==> src/rtl/savestate_ctrl.sv <==
// Save-state sequencer: pauses the core, launches one memory_stream transfer for a slot,
// waits for it to drain, resumes the core and reports a status. Tracks which slots hold a save.
module savestate_ctrl #(
  parameter logic [31:0] BASE_ADDR      = 32'h3000_0000,
  parameter int          SLOT_SIZE_LOG2 = 22,
  parameter int          NUM_SLOTS      = 4,
  parameter int          TIMEOUT_W      = 16
) (
  input  logic                 clk,
  input  logic                 reset_n,
  input  logic                 cmd_save,
  input  logic                 cmd_load,
  input  logic [3:0]           cmd_slot,
  output logic                 cmd_ready,
  output logic                 core_pause_req,
  input  logic                 core_paused,
  output logic [31:0]          ms_start_addr,
  output logic [31:0]          ms_length,
  output logic                 ms_read_start,
  output logic                 ms_write_start,
  input  logic                 ms_busy,
  output logic                 done,
  output logic [1:0]           status,
  output logic [NUM_SLOTS-1:0] slot_valid
);

  typedef enum logic [2:0] {
    S_IDLE, S_PAUSE, S_START, S_RUN, S_RESUME, S_DONE
  } state_t;

  typedef struct packed {
    logic       save;
    logic [3:0] slot;
  } op_t;

  localparam logic [1:0]  ST_OK      = 2'd0;
  localparam logic [1:0]  ST_TIMEOUT = 2'd1;
  localparam logic [1:0]  ST_BADSLOT = 2'd2;
  localparam logic [1:0]  ST_EMPTY   = 2'd3;
  localparam logic [31:0] SLOT_BYTES = 32'd1 << SLOT_SIZE_LOG2;
  localparam logic [31:0] NUM_SLOTS_W = 32'(NUM_SLOTS);

  state_t               state;
  op_t                  op_q;
  logic [TIMEOUT_W-1:0] timer;
  logic                 run_first;
  logic                 slot_has_data;
  logic                 slot_in_range;
  logic                 timer_expired;

  // Decoded lookup keeps out-of-range slot indices away from slot_valid.
  always_comb begin
    slot_has_data = 1'b0;
    for (int i = 0; i < NUM_SLOTS; i++)
      if (cmd_slot == 4'(i)) slot_has_data = slot_valid[i];
  end

  assign slot_in_range = {28'd0, cmd_slot} < NUM_SLOTS_W;
  assign timer_expired = (timer == {TIMEOUT_W{1'b1}});

  always_ff @(posedge clk or negedge reset_n) begin
    if (!reset_n) begin
      state          <= S_IDLE;
      op_q           <= '0;
      timer          <= '0;
      run_first      <= 1'b0;
      cmd_ready      <= 1'b1;
      core_pause_req <= 1'b0;
      ms_start_addr  <= '0;
      ms_length      <= '0;
      ms_read_start  <= 1'b0;
      ms_write_start <= 1'b0;
      done           <= 1'b0;
      status         <= ST_OK;
      slot_valid     <= '0;
    end else begin
      ms_read_start  <= 1'b0;
      ms_write_start <= 1'b0;
      done           <= 1'b0;
      case (state)
        S_IDLE: begin
          if (cmd_save || cmd_load) begin
            op_q.save <= cmd_save;
            op_q.slot <= cmd_slot;
            cmd_ready <= 1'b0;
            if (!slot_in_range) begin
              status <= ST_BADSLOT;
              done   <= 1'b1;
              state  <= S_DONE;
            end else if (!cmd_save && !slot_has_data) begin
              status <= ST_EMPTY;
              done   <= 1'b1;
              state  <= S_DONE;
            end else begin
              core_pause_req <= 1'b1;
              timer          <= '0;
              ms_start_addr  <= BASE_ADDR + ({28'd0, cmd_slot} << SLOT_SIZE_LOG2);
              ms_length      <= SLOT_BYTES;
              state          <= S_PAUSE;
            end
          end
        end
        S_PAUSE: begin
          if (core_paused && !ms_busy) begin
            ms_write_start <= op_q.save;
            ms_read_start  <= !op_q.save;
            state          <= S_START;
          end else if (timer_expired) begin
            core_pause_req <= 1'b0;
            status         <= ST_TIMEOUT;
            done           <= 1'b1;
            state          <= S_DONE;
          end else begin
            timer <= timer + 1'b1;
          end
        end
        S_START: begin
          run_first <= 1'b1;
          state     <= S_RUN;
        end
        S_RUN: begin
          // The stream engine only raises busy a cycle after the start pulse.
          if (run_first) begin
            run_first <= 1'b0;
          end else if (!ms_busy) begin
            core_pause_req <= 1'b0;
            timer          <= '0;
            state          <= S_RESUME;
          end
        end
        S_RESUME: begin
          if (!core_paused || timer_expired) begin
            status <= core_paused ? ST_TIMEOUT : ST_OK;
            done   <= 1'b1;
            state  <= S_DONE;
            // Data is in memory either way, so a save marks the slot even on timeout.
            if (op_q.save)
              for (int i = 0; i < NUM_SLOTS; i++)
                if (op_q.slot == 4'(i)) slot_valid[i] <= 1'b1;
          end else begin
            timer <= timer + 1'b1;
          end
        end
        S_DONE: begin
          cmd_ready <= 1'b1;
          state     <= S_IDLE;
        end
        default: begin
          cmd_ready      <= 1'b1;
          core_pause_req <= 1'b0;
          state          <= S_IDLE;
        end
      endcase
    end
  end

endmodule

==> config.mk <==
export PLATFORM = sky130hd
export DESIGN_NAME = savestate_ctrl
export DESIGN_NICKNAME = d
export VERILOG_FILES = /design/src/rtl/savestate_ctrl.sv
export SDC_FILE = /design/constraint.sdc
export NUM_CORES = 1
export LEC_CHECK = 0
export CELL_PAD_IN_SITES_DETAIL_PLACEMENT = 1
export CELL_PAD_IN_SITES_GLOBAL_PLACEMENT = 1
export CORE_UTILIZATION = 37
export DETAILED_ROUTE_END_ITERATION = 8
export HOLD_SLACK_MARGIN = 0.02
export PLACE_DENSITY_LB_ADDON = 0.1
export SYNTH_ARGS = -nofsm -noshare
export SYNTH_HDL_FRONTEND = slang
export SYNTH_SLANG_ARGS = --single-unit
==> constraint.sdc <==
create_clock -name clk -period 2.84 [get_ports clk]
set_input_delay 0.426 -clock clk [delete_from_list [all_inputs] [get_ports clk]]
set_output_delay 0.426 -clock clk [all_outputs]
set_load 0.05 [all_outputs]
### Word level (Yosys, flattened, before mapping)

Index checks and enable logic that the tools add are counted.

* add/sub/neg operators: 2
* magnitude comparators: 1
* eq/ne operators: 24
* multiplexer cells: 52
* bitwise logic cells: 3
* reduce and logical (&&, ||, !) cells: 28

Operator list (number)
* 16-bit 2-to-1 mux: 8
* 16-bit case mux with 4 select lines: 1
* 30-bit by 26-bit adder with 31-bit output, first input constant: 1
* 3-bit 2-to-1 mux: 8
* 1-bit 2-to-1 mux: 23
* 2-bit inequality test, second input constant: 10
* 4-bit AND reduction: 5
* 16-bit by 1-bit adder with 16-bit output, second input constant: 1
* 16-bit equality test, second input constant: 1
* 4-bit by 2-bit equality test with 1-bit output, second input constant: 4
* 3-bit case mux with 5 select lines: 1
* 2-bit 2-to-1 mux: 6
* 9-bit AND reduction: 1
* 4-bit by 1-bit equality test with 1-bit output, second input constant: 2
* 4-bit zero test: 2
* 8-bit AND reduction: 1
* 3-bit by 2-bit equality test with 1-bit output, second input constant: 2
* 3-bit equality test, second input constant: 2
* 3-bit inequality test, second input constant: 2
* 2-bit case mux with 3 select lines: 1
* 6-bit AND reduction: 1
* 1-bit zero test: 5
* 5-bit AND reduction: 1
* 4-bit by 3-bit < comparator with 1-bit output, second input constant: 1
* other kinds (14): 20

* register bits after elaboration: 69
* output and inout bits: 75
* logic and storage cells: 127

### Logic depth before layout (Yosys ltp)

* depth after elaboration: 11
* gate-level depth with buffers: 7
* mapped depth without buffers: 6

### Least setup slack after synthesis

OpenSTA, ideal clock, no wires.

* path kind: reg2reg
* start: register slot_valid[3]
* end: register timer[11]
* arrival: 1.768 ns
* path slack: 0.944 ns
* cell stages (with the launch flop): 7
* path buffers: 1
* period minus slack after synthesis: 1.896 ns
* cells stage by stage: dfrtp_1 -> mux2i_1 -> nand3b_1 -> nand3_1 -> a221oi_2 -> buf_6 -> o211ai_2

* word-level cells in the longest chain between the ends: 5

RTL lines
* start: declaration: line 24 `output logic [NUM_SLOTS-1:0] slot_valid`
* start signal: assignment: line 75 `slot_valid <= '0;`
* start signal: indexed assignment: line 139 `if (op_q.slot == 4'(i)) slot_valid[i] <= 1'b1;`
* 1-bit 2-to-1 mux: line 55 `if (cmd_slot == 4'(i)) slot_has_data = slot_valid[i];`
* 1-bit zero test: line 90 `end else if (!cmd_save && !slot_has_data) begin`
* 1-bit logical AND: line 90
* 2-bit inequality test (no source line)
* 9-bit AND reduction (no source line)
* end signal: assignment: line 114 `timer <= timer + 1'b1;`
* end signal: assignment: line 141 `timer <= timer + 1'b1;`
* end: declaration: line 45 `logic [TIMEOUT_W-1:0] timer;`

No other way between the ends.
A chain may end at the register's enable or synchronous reset.

### Final worst setup path

* start: register timer[0]
* end: register timer[2]

* word-level cells in the longest chain between the ends: 4

RTL lines (line)
* 16-bit by 1-bit adder with 16-bit output / 16-bit equality test (equally long branches): 114, 141, 59
* 16-bit 2-to-1 mux / 1-bit logical OR (equally long branches): 108, 132
* 16-bit 2-to-1 mux / 2-bit inequality test (equally long branches)
* 16-bit case mux with 4 select lines / 9-bit AND reduction (equally long branches)

Several ways; a longest one is shown, not always the timed one. The select of a mux whose other input is x is not followed.

==> report_table.html <==
<table>
<tr><th>Metric</th><th>Value</th></tr>
<tr><th colspan="2">Clocking</th></tr>
<tr><td>Clock Tree Buf Depth</td><td>2</td></tr>
<tr><td>Clk sink count</td><td>41</td></tr>
<tr><td>Maximum level of the CTS H-tree</td><td>2</td></tr>
<tr><td>Clock Pin Slew Worst Setup and Hold Paths</td><td>0.09 ns</td></tr>
<tr><td>Num CTS Buffers</td><td>5</td></tr>
<tr><td>Worst-skew pair later-pin latency</td><td>approximately 0.30 ns</td></tr>
<tr><td>Hold-fix buffers, CTS</td><td>0</td></tr>
<tr><td>Clock tree from TritonCTS</td><td>yes</td></tr>
<tr><td>Cell at the root of the clock tree</td><td>sky130_fd_sc_hd__clkbuf_8</td></tr>
<tr><td>Buffers inserted by post-CTS timing repair</td><td>0</td></tr>
<tr><td>Number of instances resized during post-cts repair</td><td>0</td></tr>
<tr><th colspan="2">Power and ir drop</th></tr>
<tr><td>Psw</td><td>1.46 mW</td></tr>
<tr><td>Switching portion of total power</td><td>a little under half</td></tr>
<tr><td>Internal power contribution</td><td>1.64 mW</td></tr>
<tr><td>Clock Power Share</td><td>a little under a fifth</td></tr>
<tr><td>Pwr per Cell Area</td><td>1060 mW/mm^2</td></tr>
<tr><td>Peak VDD IR</td><td>0.310 mV</td></tr>
<tr><td>Proportion of power drawn by combinational gates</td><td>48.2%</td></tr>
<tr><td>Leakage power</td><td>roughly 1.3 nW</td></tr>
<tr><td>Sequential Power Share</td><td>33.2%</td></tr>
<tr><th colspan="2">Final layout</th></tr>
<tr><td>Final cell count without fillers</td><td>around 420</td></tr>
<tr><td>Ant. Diodes</td><td>0</td></tr>
<tr><td>Number of filler cells placed in the layout</td><td>between 800 and 900</td></tr>
<tr><td>Fraction of final layout cells with drive strength greater than 1</td><td>12.5%</td></tr>
<tr><td>Area growth from synthesis to final layout</td><td>10.7%</td></tr>
<tr><td>Net count, final</td><td>between 300 and 400</td></tr>
<tr><td>Design area</td><td>around 0.003 mm^2</td></tr>
<tr><th colspan="2">Setup path</th></tr>
<tr><td>Critical path data required time</td><td>3.06 ns</td></tr>
<tr><td>Maximum fanout along the worst path</td><td>16</td></tr>
<tr><td>Slowest Stage Delay on Critical Path</td><td>about 0.63 ns</td></tr>
<tr><td>CP max stage cell</td><td>sky130_fd_sc_hd__or4_4</td></tr>
<tr><td>Critical path class</td><td>reg -&gt; reg</td></tr>
<tr><td>Cell chain of the critical path</td><td>ha_1, nand3_2, or4_4, o21ai_2, a221oi_2, buf_4, o21ai_0</td></tr>
<tr><td>Worst Reg2Reg Path Length in Cells</td><td>7</td></tr>
<tr><td>Critical path capture point type</td><td>flop</td></tr>
<tr><td>Setup slack of the worst register-to-register path</td><td>a little over 0.7 ns</td></tr>
<tr><td>Critical path startpoint category</td><td>flop</td></tr>
<tr><td>Arrival time reported for the critical path endpoint</td><td>2.36 ns</td></tr>
<tr><th colspan="2">Synthesis</th></tr>
<tr><td>Fraction of registers with async set or reset after synthesis</td><td>100%</td></tr>
<tr><td>Number of flops mapped to enable cells by yosys</td><td>0</td></tr>
<tr><td>Largest family of logic cells by synthesized area</td><td>buffers and inverters</td></tr>
<tr><td>Mapped Cells</td><td>~300</td></tr>
<tr><td>Most common flop cell mapped by yosys</td><td>sky130_fd_sc_hd__dfrtp_1</td></tr>
<tr><td>Top-count cell post-synth</td><td>sky130_fd_sc_hd__buf_4</td></tr>
<tr><td>Area fraction in and, or, nand and nor cells after synthesis</td><td>a little under a fifth</td></tr>
<tr><td>Cells taking the most area after synthesis</td><td>sky130_fd_sc_hd__dfrtp_1 (38%), sky130_fd_sc_hd__buf_4 (17%), sky130_fd_sc_hd__o21ai_0 (3.6%)</td></tr>
<tr><td>Largest area contributor in the synthesized netlist</td><td>sky130_fd_sc_hd__dfrtp_1</td></tr>
<tr><td>Total number of yosys warnings</td><td>0</td></tr>
<tr><td>Area fraction in compound gates after synthesis</td><td>17.6%</td></tr>
<tr><td>Fraction of synthesized cell area taken by the top area cell type</td><td>around 38%</td></tr>
<tr><td>Fraction of the mapped netlist area in adder cells</td><td>less than 1%</td></tr>
<tr><td>Number of synthesized register bits</td><td>41</td></tr>
<tr><td>Syn Area/Cell</td><td>9.05 um^2</td></tr>
<tr><td>Proportion of synthesized area in mux cells</td><td>3.27%</td></tr>
<tr><td>XOR/XNOR Fraction of Synth Area</td><td>0%</td></tr>
<tr><td>Fraction of the yosys area taken by sequential cells</td><td>38.9%</td></tr>
<tr><td>Unique cell type count in the Yosys netlist</td><td>52</td></tr>
<tr><td>Netlist Area Pre-Place</td><td>0.00264 mm^2</td></tr>
<tr><td>Top post-synthesis cells by count</td><td>sky130_fd_sc_hd__buf_4 (59), sky130_fd_sc_hd__dfrtp_1 (40), sky130_fd_sc_hd__inv_1 (20)</td></tr>
<tr><th colspan="2">GRT</th></tr>
<tr><td>Pin count of the biggest net entering global routing</td><td>42</td></tr>
<tr><td>Aggregate global-route resource usage</td><td>16.3%</td></tr>
<tr><td>Total gr overflow</td><td>0</td></tr>
<tr><td>Wire length of the first global-routing pass</td><td>roughly 9500 um</td></tr>
<tr><td>Antenna violations before repair</td><td>0</td></tr>
<tr><td>Via count of the first global-routing pass</td><td>1955</td></tr>
<tr><th colspan="2">Place</th></tr>
<tr><td>Number of I/O port buffers</td><td>27</td></tr>
<tr><td>Routability Congestion</td><td>0.752</td></tr>
<tr><td>Placed Cells incl. Taps</td><td>approximately 410</td></tr>
<tr><td>Estimated wirelength of the detail-placed design</td><td>roughly 4000 um</td></tr>
<tr><td>Worst-case setup slack after placement</td><td>0.483 ns</td></tr>
<tr><td>Post-detailed-placement cell area</td><td>0.00279 mm^2</td></tr>
<tr><th colspan="2">Timing</th></tr>
<tr><td>Remaining max-slew budget at the tightest pin</td><td>36.4%</td></tr>
<tr><td>Highest Clock Rate</td><td>between 400 and 500 MHz</td></tr>
<tr><td>Final critical delay including setup and external delays</td><td>2.13 ns</td></tr>
<tr><td>Final-report hold violation count</td><td>0</td></tr>
<tr><td>Period utilization</td><td>75.1%</td></tr>
<tr><td>Unrepaired setup endpoints after global routing</td><td>false</td></tr>
<tr><td>Worst slew pin tran</td><td>~0.95 ns</td></tr>
<tr><td>Total of endpoints with negative setup slack in the final report</td><td>0</td></tr>
<tr><td>Slack of the critical path</td><td>roughly 0.71 ns</td></tr>
<tr><td>Max Slew Vio Count</td><td>0</td></tr>
<tr><td>Post-route worst hold slack</td><td>0.264 ns</td></tr>
<tr><td>Total negative slack for setup checks</td><td>0 ns</td></tr>
<tr><td>Worst clock skew</td><td>0.00500 ns</td></tr>
<tr><th colspan="2">Floorplanning</th></tr>
<tr><td>Top-level port count</td><td>85</td></tr>
<tr><td>Starting density of the core</td><td>about 39%</td></tr>
<tr><td>Core box area</td><td>0.00683 mm^2</td></tr>
<tr><td>Die Y</td><td>86.5 um</td></tr>
<tr><td>Die ar.</td><td>around 0.0075 mm^2</td></tr>
<tr><td>Die Wd</td><td>86.5 um</td></tr>
<tr><td>Number of standard-cell rows in the floorplan</td><td>30</td></tr>
<tr><th colspan="2">Drt</th></tr>
<tr><td>Post-route DRC violation count</td><td>0</td></tr>
<tr><td>Total vias in the final route</td><td>roughly 2000</td></tr>
<tr><td>Per-cell routed wire length</td><td>around 14 um</td></tr>
<tr><td>First-pass iteration count of the detailed router</td><td>4</td></tr>
<tr><td>Final antenna-violating net count</td><td>0</td></tr>
<tr><td>Drt via density</td><td>4.75</td></tr>
<tr><td>Number of violations reported at the end of detailed-routing iteration 0</td><td>83</td></tr>
<tr><td>Total length of routed wires</td><td>5630 um</td></tr>
<tr><th colspan="2">Flow run</th></tr>
<tr><td>Max-capacitance violation count</td><td>0</td></tr>
<tr><th colspan="2">Worst hold path</th></tr>
<tr><td>Class of the most critical hold timing path</td><td>in -&gt; async</td></tr>
<tr><th colspan="2">Run status</th></tr>
<tr><td>Run status</td><td>complete, no violations</td></tr>
</table>
## cell usage in the layout, fill, tap and decap left out, drive strengths merged, types with 5 or more instances in the layout
cell / Yosys / final
a21oi: 12 / 12
buf: 62 / 5
clkbuf: 4 / 5
clkdlybuf4s50: 0 / 26
conb: 1 / 57
dfrtp: 40 / 40
inv: 20 / 21
mux2: 5 / 5
nand2: 15 / 15
nand2b: 6 / 6
nand3: 9 / 9
nand4: 8 / 8
nor2: 17 / 17
nor3: 12 / 12
o211ai: 7 / 7
o21ai: 26 / 26
or3: 8 / 8
## path summary, 6_finish.rpt
path / end / start
max in group asynchronous: state[0] / reset_n
worst max-delay path: timer[2] / timer[0]
worst min-delay path: ms_write_start / reset_n
worst min register to register: ms_start_addr[25] / ms_start_addr[25]
worst max register to register: timer[2] / timer[0]
min in group clk: ms_start_addr[25] / ms_start_addr[25]
## logic make-up after synthesis
kind of cell,count (synthesis)
other cells,1
fa+ha+maj,1
flops,41
buf+inv,86
simple gates,91
mux,8
compound gates,64
## layout make-up
| type | instances | area (um^2) | share of cell area (%) |
|---|---|---|---|
| Multi-Input combinational cell | 221 | 1270 | 43.5 |
| Sequential cell | 41 | 1030 | 35.1 |
| Timing Repair Buffer | 31 | 295 | 10.1 |
| Tap cell | 96 | 120 | 4.10 |
| Inverter | 20 | 75.1 | 2.56 |
| Clock buffer | 5 | 68.8 | 2.35 |
| Clock inverter | 3 | 68.8 | 2.35 |
## through the flow
step                total power, mW  utilization, %
global route                   3.31            42.9
global placement               2.53            40.8
CTS                            3.15            42.9
finish                         3.11            42.9
detailed placement             2.55            40.8
floorplan                      2.20               -
## power by group through the flow
stage               combinational (mW)  clock (mW)  sequential [mW]
floorplan                         1.02           0             1.19
global placement                  1.49           0             1.04
detailed placement                1.51           0             1.04
CTS                               1.52       0.603             1.03
global route                      1.63       0.622             1.07
finish                            1.50       0.580             1.03
## per-layer routing
| metal | track usage (%) | routed length, um | part of all wire [%] |
|---|---|---|---|
| met5 | 0 | 0 | 0 |
| met4 | 5.45 | 73 | 1.3 |
| met3 | 3.05 | 208 | 3.7 |
| met2 | 27.6 | 2690 | 48 |
| met1 | 21.1 | 2660 | 47 |
## registers in the layout, indices dropped and copies added (netlist names), 2 cells and up
| name | cells |
|---|---|
| timer | 16 |
| ms_start_addr | 5 |
| op_q | 5 |
| slot_valid | 4 |
| state | 3 |
| status | 2 |
## worst max-delay path, delay by kind of cell, from the launching register on
family | cells | cell delay, ns
AND/OR/NAND/NOR | 2 | 0.80
AO/OA/AOI/OAI | 3 | 0.34
flip-flops | 1 | 0.40
buffers and inverters | 1 | 0.25
adder cells (fa/ha/maj) | 1 | 0.26
(Power assumes the default switching activity.)
